--- src/rtl/rc4_pkg.sv ---
// Shared types and defaults for the RC4 decryptor phase scheduler.
package rc4_pkg;

  typedef enum logic [2:0] {
    ST_IDLE  = 3'd0,
    ST_INIT  = 3'd1,
    ST_KSA   = 3'd2,
    ST_PRGA  = 3'd3,
    ST_DONE  = 3'd4,
    ST_FAULT = 3'd5
  } phase_t;

  localparam logic [1:0] FP_NONE = 2'd0;
  localparam logic [1:0] FP_INIT = 2'd1;
  localparam logic [1:0] FP_KSA  = 2'd2;
  localparam logic [1:0] FP_PRGA = 2'd3;

  localparam int unsigned ADDR_W_DEF  = 8;
  localparam int unsigned DATA_W_DEF  = 8;
  localparam int unsigned TIMEOUT_DEF = 4096;

  function automatic logic [1:0] fault_code(input phase_t p);
    logic [1:0] code;
    code = FP_NONE;
    case (p)
      ST_INIT: code = FP_INIT;
      ST_KSA:  code = FP_KSA;
      ST_PRGA: code = FP_PRGA;
      default: code = FP_NONE;
    endcase
    return code;
  endfunction

endpackage

--- src/rtl/rc4_sched_watchdog.sv ---
// Per-phase cycle counter; expired flags the last permitted cycle of a phase.
module phase_watchdog import rc4_pkg::*; #(
  parameter int unsigned TIMEOUT = TIMEOUT_DEF
) (
  input  logic clk,
  input  logic reset,
  input  logic clear,
  input  logic enable,
  output logic expired
);

  localparam int unsigned CNT_W = $clog2(TIMEOUT);
  localparam logic [CNT_W-1:0] LAST = CNT_W'(TIMEOUT - 1);

  logic [CNT_W-1:0] count;

  always_ff @(posedge clk) begin
    if (reset || clear) begin
      count <= '0;
    end else if (enable) begin
      count <= count + 1'b1;
    end
  end

  assign expired = (count == LAST);

endmodule

--- src/rtl/rc4_sched.sv ---
// RC4 phase scheduler: sequences INIT/KSA/PRGA engines, guards each phase
// with a watchdog and gives the single-port S memory to the active engine.
module rc4_sched import rc4_pkg::*; #(
  parameter int unsigned ADDR_W  = ADDR_W_DEF,
  parameter int unsigned DATA_W  = DATA_W_DEF,
  parameter int unsigned TIMEOUT = TIMEOUT_DEF
) (
  input  logic              clk,
  input  logic              reset,
  input  logic              start,
  input  logic              abort,
  input  logic              run_prga,
  output logic              busy,
  output logic              done,
  output logic              error,
  output logic [2:0]        phase,
  output logic [1:0]        fault_phase,
  output logic              init_start,
  output logic              ksa_start,
  output logic              prga_start,
  input  logic              init_done,
  input  logic              ksa_done,
  input  logic              prga_done,
  input  logic [ADDR_W-1:0] init_addr,
  input  logic [ADDR_W-1:0] ksa_addr,
  input  logic [ADDR_W-1:0] prga_addr,
  input  logic [DATA_W-1:0] init_data,
  input  logic [DATA_W-1:0] ksa_data,
  input  logic [DATA_W-1:0] prga_data,
  input  logic              init_wren,
  input  logic              ksa_wren,
  input  logic              prga_wren,
  output logic [ADDR_W-1:0] s_addr,
  output logic [DATA_W-1:0] s_data,
  output logic              s_wren
);

  phase_t     state, state_next;
  logic       rp_q, rp_next;
  logic [1:0] fault_next;
  logic       running, expired;

  assign running = (state == ST_INIT) || (state == ST_KSA) || (state == ST_PRGA);

  phase_watchdog #(.TIMEOUT(TIMEOUT)) u_watchdog (
    .clk    (clk),
    .reset  (reset),
    .clear  (state_next != state),
    .enable (running),
    .expired(expired)
  );

  // The engine's *_start pulse doubles as the done-blanking window.
  always_comb begin
    state_next = state;
    rp_next    = rp_q;
    fault_next = fault_phase;
    case (state)
      ST_IDLE, ST_DONE, ST_FAULT: begin
        if (start) begin
          state_next = ST_INIT;
          rp_next    = run_prga;
          fault_next = FP_NONE;
        end
      end
      ST_INIT: begin
        if (!init_start && init_done) state_next = ST_KSA;
        else if (expired)             state_next = ST_FAULT;
      end
      ST_KSA: begin
        if (!ksa_start && ksa_done)   state_next = rp_q ? ST_PRGA : ST_DONE;
        else if (expired)             state_next = ST_FAULT;
      end
      ST_PRGA: begin
        if (!prga_start && prga_done) state_next = ST_DONE;
        else if (expired)             state_next = ST_FAULT;
      end
      default: state_next = ST_IDLE;
    endcase
    if (running && state_next == ST_FAULT) fault_next = fault_code(state);
    if (abort) begin
      state_next = ST_IDLE;
      rp_next    = rp_q;
      fault_next = fault_phase;
    end
  end

  always_ff @(posedge clk) begin
    if (reset) begin
      state       <= ST_IDLE;
      rp_q        <= 1'b0;
      fault_phase <= FP_NONE;
      init_start  <= 1'b0;
      ksa_start   <= 1'b0;
      prga_start  <= 1'b0;
      busy        <= 1'b0;
      done        <= 1'b0;
      error       <= 1'b0;
    end else begin
      state       <= state_next;
      rp_q        <= rp_next;
      fault_phase <= fault_next;
      init_start  <= (state_next == ST_INIT) && (state != ST_INIT);
      ksa_start   <= (state_next == ST_KSA)  && (state != ST_KSA);
      prga_start  <= (state_next == ST_PRGA) && (state != ST_PRGA);
      busy        <= (state_next == ST_INIT) || (state_next == ST_KSA) ||
                     (state_next == ST_PRGA);
      done        <= (state_next == ST_DONE);
      error       <= (state_next == ST_FAULT);
    end
  end

  assign phase = state;

  always_comb begin
    s_addr = '0;
    s_data = '0;
    s_wren = 1'b0;
    case (state)
      ST_INIT: begin
        s_addr = init_addr;
        s_data = init_data;
        s_wren = init_wren;
      end
      ST_KSA: begin
        s_addr = ksa_addr;
        s_data = ksa_data;
        s_wren = ksa_wren;
      end
      ST_PRGA: begin
        s_addr = prga_addr;
        s_data = prga_data;
        s_wren = prga_wren;
      end
      default: ;
    endcase
  end

endmodule

--- config.mk ---
export PLATFORM = sky130hd
export DESIGN_NAME = rc4_sched
export DESIGN_NICKNAME = d
export VERILOG_FILES = /design/src/rtl/rc4_pkg.sv /design/src/rtl/rc4_sched_watchdog.sv /design/src/rtl/rc4_sched.sv
export SDC_FILE = /design/constraint.sdc
export NUM_CORES = 1
export LEC_CHECK = 0
export BUFFER_PORTS_ARGS = -buffer_cell sky130_fd_sc_hd__buf_2
export CAP_MARGIN = 20
export CORE_MARGIN = 10
export CORE_UTILIZATION = 47
export CTS_CLUSTER_DIAMETER = 150
export DETAILED_ROUTE_END_ITERATION = 10
export PLACE_DENSITY = 0.77
export SYNTH_ARGS = -nofsm -noshare
export SYNTH_HDL_FRONTEND = slang
export SYNTH_SLANG_ARGS = --single-unit
--- constraint.sdc ---
create_clock -name clk -period 2.35 [get_ports clk]
set_clock_uncertainty 0.1 [all_clocks]
set_input_delay 0.235 -clock clk [delete_from_list [all_inputs] [get_ports clk]]
set_output_delay 0.235 -clock clk [all_outputs]
set_load 0.02 [all_outputs]
* Word level (Yosys, flattened, before mapping)
Cells that the tools add are included.
Word-level totals: flip-flop bits (word level) 24, word-level logic and storage cells 64, input port bits 59
Cells by class: reduce and logical (&&, ||, !) cells 21, equal/unequal tests 16, bitwise logic cells 1, $add $sub $neg 1, multiplexer cells 15
Operator list (count):
- 8-bit one-hot mux with 3 select lines | 2
- 3-bit 2-to-1 mux | 7
- 3-bit == test, second input constant | 5
- 12-bit by 1-bit adder with 12-bit output, second input constant | 1
- 12-bit == test, second input constant | 1
- 3-bit by 2-bit == test with 1-bit output, second input constant | 4
- 3-bit one-hot mux with 4 select lines | 1
- 1-bit logical AND | 7
- 3-bit by 1-bit == test with 1-bit output, second input constant | 2
- 2-bit 2-to-1 mux | 3
- 3-bit by 2-bit inequality test with 1-bit output, second input constant | 2
- 2-bit one-hot mux with 3 select lines | 1
- 3-bit AND reduction | 2
- 1-bit logical OR | 5
- 2-bit nonzero test | 2
- 1-bit logical NOT | 3
- 3-bit logical NOT | 1
- 3-bit by 1-bit inequality test with 1-bit output, second input constant | 1
- 3-bit inequality test | 1
- 1-bit one-hot mux with 3 select lines | 1
- 3-bit OR reduction | 1
- 1-bit inverter | 1

* Depth between registers and ports, before layout
depth in word-level cells 8, mapped depth 8, depth with buffers taken out 6

* Cells and area by module
From an unflattened synthesis, not the netlist that was laid out.
Second synthesis, totals: cell total of the unflattened synthesis 200, area total of the unflattened synthesis 1670.4 um^2
By module, submodules not included:
- rc4_sched | area each 1108.6 um^2, times used 1, seq. area each 240.2 um^2, cells each 136
- phase_watchdog | area each 561.8 um^2, times used 1, seq. area each 240.2 um^2, cells each 64

* Worst setup path before layout
No wires, ideal clock.
path type reg-to-reg, start point reg state[0] (netlist: phase[0]), end point reg fault_phase[0], period minus slack after synthesis 2.245 ns, path slack 0.105 ns, arrival time 2.021 ns, required time 2.127 ns, cell stages (with the launch flop) 8, library setup time 0.123 ns, path through dfxtp_1 -> buf_6 -> or3b_1 -> buf_2 -> nor3_2 -> o31ai_2 -> a2111oi_4 -> mux2_1
On the way: word-level cells in the longest chain between the ends 7, elaborated cells on any way between the ends 22, those cells by class eq/ne: 6; mux: 8; reduce/logical: 8
RTL lines:
- from (decl) | RTL line rc4_sched.sv:38 | phase_t state, state_next;
- from (signal assigned) | RTL line rc4_sched.sv:100 | state <= state_next;
- 3-bit == test, or another cell as far along | RTL line rc4_sched.sv:58 | case (state)
- 3-bit OR reduction, or another cell as far along | RTL line rc4_sched.sv:58
- 3-bit one-hot mux with 4 select lines | RTL line rc4_sched.sv:58
- 3-bit == test | RTL line rc4_sched.sv:80 | if (running && state_next == ST_FAULT) fault_next = fault_code(state);
- 1-bit logical AND | RTL line rc4_sched.sv:80
- 2-bit nonzero test (no line)
- 3-bit AND reduction (no line)
- to (signal assigned) | RTL line rc4_sched.sv:102 | fault_phase <= fault_next;
- to (decl) | RTL line rc4_sched.sv:17 | output logic [1:0] fault_phase,
Parallel ways exist; a longest one is shown, timed or not. A chain may end at the register's enable or synchronous reset.

* Worst setup path in the final report
start point reg u_watchdog.count[1], end point reg fault_phase[0]
On the way: word-level cells in the longest chain between the ends 8, elaborated cells on any way between the ends 12, those cells by class eq/ne: 2; mux: 6; reduce/logical: 4
RTL lines:
- from (decl) | RTL line rc4_sched_watchdog.sv:15 | logic [CNT_W-1:0] count;
- from (signal assigned) | RTL line rc4_sched_watchdog.sv:21 | count <= count + 1'b1;
- 12-bit == test * | RTL line rc4_sched_watchdog.sv:25 | assign expired = (count == LAST);
- 3-bit 2-to-1 mux * | RTL line rc4_sched.sv:68, rc4_sched.sv:72, rc4_sched.sv:76
- 3-bit 2-to-1 mux (on tied branches) | RTL line rc4_sched.sv:75, rc4_sched.sv:67, rc4_sched.sv:71
- 3-bit one-hot mux with 4 select lines * | RTL line rc4_sched.sv:58
- 3-bit == test * | RTL line rc4_sched.sv:80
- 1-bit logical AND * | RTL line rc4_sched.sv:80
- 2-bit nonzero test (no line)
- 3-bit AND reduction (no line)
Every way passes the cells marked *; elsewhere a longest branch is shown, timed or not.

==> load_flow_metrics.sql <==
INSERT INTO impl_metrics (metric_group, metric, value, unit) VALUES
('outcome', 'outcome', 'completed', ''),
('place', 'detailedPlace.worstSlack', '0.07040', 'ns'),
('synth', 'async_reset_ff_frac', '0', ''),
('power', 'netSwitchingFraction', '0.2816', ''),
('sta', 'timing.final.crit_period', '2.255', 'ns'),
('floorplan', 'fp.dieArea', '6886', 'um2'),
('grt', 'grt_antenna_before_repair', '0', ''),
('synth', 'synth_top_flop_cell', 'dfxtp_1', ''),
('cts', 'htree_num_levels', '1', ''),
('synth', 'postSynthNetCount', '291', ''),
('synth', 'synthCells', '231', ''),
('synth', 'synth_enable_flop_cells', '0', ''),
('floorplan', 'ioPinCount', '87', ''),
('finish', 'num_antenna_cells', '0', ''),
('cts', 'clk_root_buffer_cell', 'clkbuf_8', ''),
('route', 'drt_wl_total', '5.853', 'mm'),
('synth', 'synth_area_leader_cell', 'dfxtp_1', ''),
('sta', 'max_freq', '443.4', 'MHz'),
('critical_path', 'timing.critical_path.to_type', 'flop', ''),
('critical_path', 'maximum_fanout_encountered_on_the_critical_timing_path', '7', ''),
('floorplan', 'floorplan.rows', '22', ''),
('finish', 'commonest_non_fill_non_tap_cell_in_the_layout', 'buf_2', ''),
('grt', 'wire_length_of_the_first_global_routing_pass', '9.515', 'mm'),
('sta', 'maxSlewViolCount', '0', ''),
('power', 'net-switching-power', '0.2426', 'mW'),
('critical_path', 'required', '2.41', 'ns'),
('grt', 'grt_start_max_net_pins', '18', ''),
('grt', 'first_global_vias', '1940', ''),
('finish', 'syn_to_final_growth', '35.03', '%'),
('cts', 'cts_tree', 'built', ''),
('sta', 'minimum_hold_slack', '0.1178', 'ns'),
('grt', 'total_gr_overflow', '0', ''),
('power', 'comb_power_share', '0.237', ''),
('synth', 'synth_top_cell_area_share', '0.2577', ''),
('sta', 'report.final.hold_viol_count', '0', ''),
('power', 'power_per_cell_area', '342.3', 'nW/um2'),
('sta', 'timing_worst_slew_pin_value', '0.4419', 'ns'),
('cts', 'clock-sinks', '24', ''),
('finish', 'design.final.nets', '384', ''),
('cts', 'source_to_sink_clock_delay_at_the_later_pin_of_the_worst_skew_pair', '0.26', 'ns'),
('route', 'met3_routed_length', '312', 'um'),
('power', 'cellInternalPower', '0.6190', 'mW'),
('route', 'met2RoutedLength', '3.110', 'mm'),
('route', 'num_vias', '1988', ''),
('critical_path', 'path_class', 'flop to flop', ''),
('place', 'dp_hpwl', '4.729', 'mm'),
('cts', 'path_clk_slew', '0.08', 'ns'),
('floorplan', 'horizontal_die_dimension', '82.98', 'um'),
('synth', 'yosys_warnings', '0', ''),
('place', 'port-buffer-count', '86', ''),
('synth', 'share_of_the_yosys_chip_area_belonging_to_registers', '0.2577', ''),
('power', 'static-leakage-power', '1.109', 'nW'),
('sta', 'max-slew-margin-rel', '0.7047', ''),
('route', 'final_antenna_net_count', '0', ''),
('synth', 'syn_area_per_cell', '8.071', 'um2'),
('synth', 'synth.ff_latch_count', '24', ''),
('route', 'drt_pre_antenna_iters', '4', ''),
('job', 'cap_viol_max_count', '0', ''),
('route', 'detail_route.wirelength.met1', '2.374', 'mm'),
('route', 'routed.top_layer', 'met4', ''),
('sta', 'timing.final.ws_setup', '0.09487', 'ns'),
('floorplan', 'chipHeight', '82.98', 'um'),
('finish', 'drive_above_1_share', '0.4255', ''),
('cts', 'ctsHoldBuffers', '0', ''),
('route', 'initialDrtViolationCount', '163', ''),
('route', 'drc', '0', ''),
('floorplan', 'coreArea', '3744', 'um2'),
('route', 'route.detailed.vias_per_inst', '5.373', ''),
('floorplan', 'start_util', '0.4980', ''),
('grt', 'grt_usage', '0.1560', ''),
('cts', 'cts_buffers', '3', ''),
('power', 'sequential_share_of_power', '0.486', ''),
('synth', 'top_area_cells_in_the_synthesized_netlist', 'dfxtp_1, nor2_1, mux2i_1, nor4_2, a21oi_1', ''),
('synth', 'netlist_area', '1864', 'um2'),
('sta', 'setup_viol', '0', ''),
('critical_path', 'worstSetupStartpointType', 'flop', ''),
('cts', 'cts.path.max_buffers', '2', ''),
('finish', 'final_cell_mix', 'buf_2, nor2_1, a21oi_1', ''),
('route', 'wl_per_cell', '15.82', 'um'),
('place', 'finalWeightedCongestion', '0.9108', ''),
('hold_path', 'holdCritPathClass', 'input port to flop', ''),
('power', 'ir_worst_vdd', '0.0002673', 'V'),
('power', 'clock_network_fraction_of_design_power', '0.277', ''),
('synth', 'synthDistinctLibCells', '51', ''),
('sta', 'final.period_utilization', '0.9596', ''),
('critical_path', 'arrival', '2.31', 'ns');
## Yosys cell counts (3+ instances only)
| cell type | count |
|---|---|
| nand2b_1 | 5 |
| buf_2 | 7 |
| nor2_1 | 47 |
| xor2_1 | 5 |
| buf_1 | 3 |
| mux2i_1 | 17 |
| nor4_2 | 10 |
| a22oi_1 | 3 |
| nand3b_1 | 3 |
| xnor2_1 | 6 |
| nor3_1 | 6 |
| nand2_1 | 11 |
| nand3_1 | 5 |
| a21oi_1 | 23 |
| dfxtp_1 | 24 |
| clkbuf_1 | 5 |
| inv_1 | 4 |
| nor2b_1 | 4 |
| and3b_1 | 3 |
## flip-flops by register name, indices dropped and copies added (netlist names)
signal,count
error,1
u_watchdog.count,12
prga_start,1
init_start,1
ksa_start,1
fault_phase,2
done,1
busy,1
rp_q,1
phase,3
## worst paths after layout
kind | to | slack (ns) | cells past startpoint | startpoint
max | fault_phase[0]$_SDFFE_PP0P_ | 0.09 | 6 | u_watchdog.count[1]$_SDFFE_PP0P_
min | rp_q$_SDFFE_PP0P_ | 0.12 | 3 | run_prga
max reg2reg | fault_phase[0]$_SDFFE_PP0P_ | 0.09 | 6 | u_watchdog.count[1]$_SDFFE_PP0P_
min reg2reg | rp_q$_SDFFE_PP0P_ | 0.41 | 2 | rp_q$_SDFFE_PP0P_
## power groups by stage
stage	Clock (mW)	Sequential (mW)	Combinational (mW)
final	0.239	0.419	0.204
after global routing	0.265	0.420	0.225
after CTS	0.248	0.418	0.199
after detailed placement	0	0.428	0.198
after global placement	0	0.427	0.196
after floorplan	0	0.429	0.111
## what timing repair did
item | in CTS | in global routing
resized for setup | 0 | 13
hold endpoints to repair | 0 | 0
buffers inserted | 0 | 2
endpoints found under the setup margin | 0 | 14
## layer usage
metal	vias up	GRT usage
met5	-	0
met4	0	0.02308
met1	915	0.1852
li1	1008	-
met3	8	0.03809
met2	57	0.2786
## cell families (layout without fill, tap and decap cells)
| group | after synthesis | after routing | synth area share |
|---|---|---|---|
| xor gates and xnor gates | 11 | 11 | 0.05168 |
| DFF | 24 | 24 | 0.2577 |
| muxes | 19 | 19 | 0.1034 |
| adders and majority gates | 1 | 1 | 0.006710 |
| and+or+nand+nor | 109 | 109 | 0.3436 |
| AOI/OAI and AO/OA | 46 | 46 | 0.1819 |
| buffers and inverters | 21 | 112 | 0.05503 |
## critical path: stages (launching register included)
cell and delay (ns):
dfxtp_1 0.36, ha_2 0.20, nand3_2 0.13, nor3_4 0.40
a22oi_2 0.18, a2111oi_4 0.43, mux2_1 0.35
## metrics by stage
step	util	total power, mW	setup TNS, ns	cells	cell area [um2]
after CTS	0.6541	0.8650	0	368	2449
after global routing	0.6725	0.9105	-0.06611	370	2517
after detailed placement	0.6430	0.6255	0	365	2407
final	0.6725	0.8616	0	370	2517
after global placement	0.6430	0.6228	0	365	2407
after floorplan	-	0.5400	0	231	1864
## area by class of cell
type / instances / area [um2]
Sequential cell: 24 / 484.2
Fill cell: 333 / 1226
Inverter: 4 / 15.01
Timing Repair Buffer: 105 / 593.1
Clock buffer: 3 / 41.29
Multi-Input combinational cell: 186 / 1324
Tap cell: 48 / 60.06
Power figures use the tool's default switching activity.
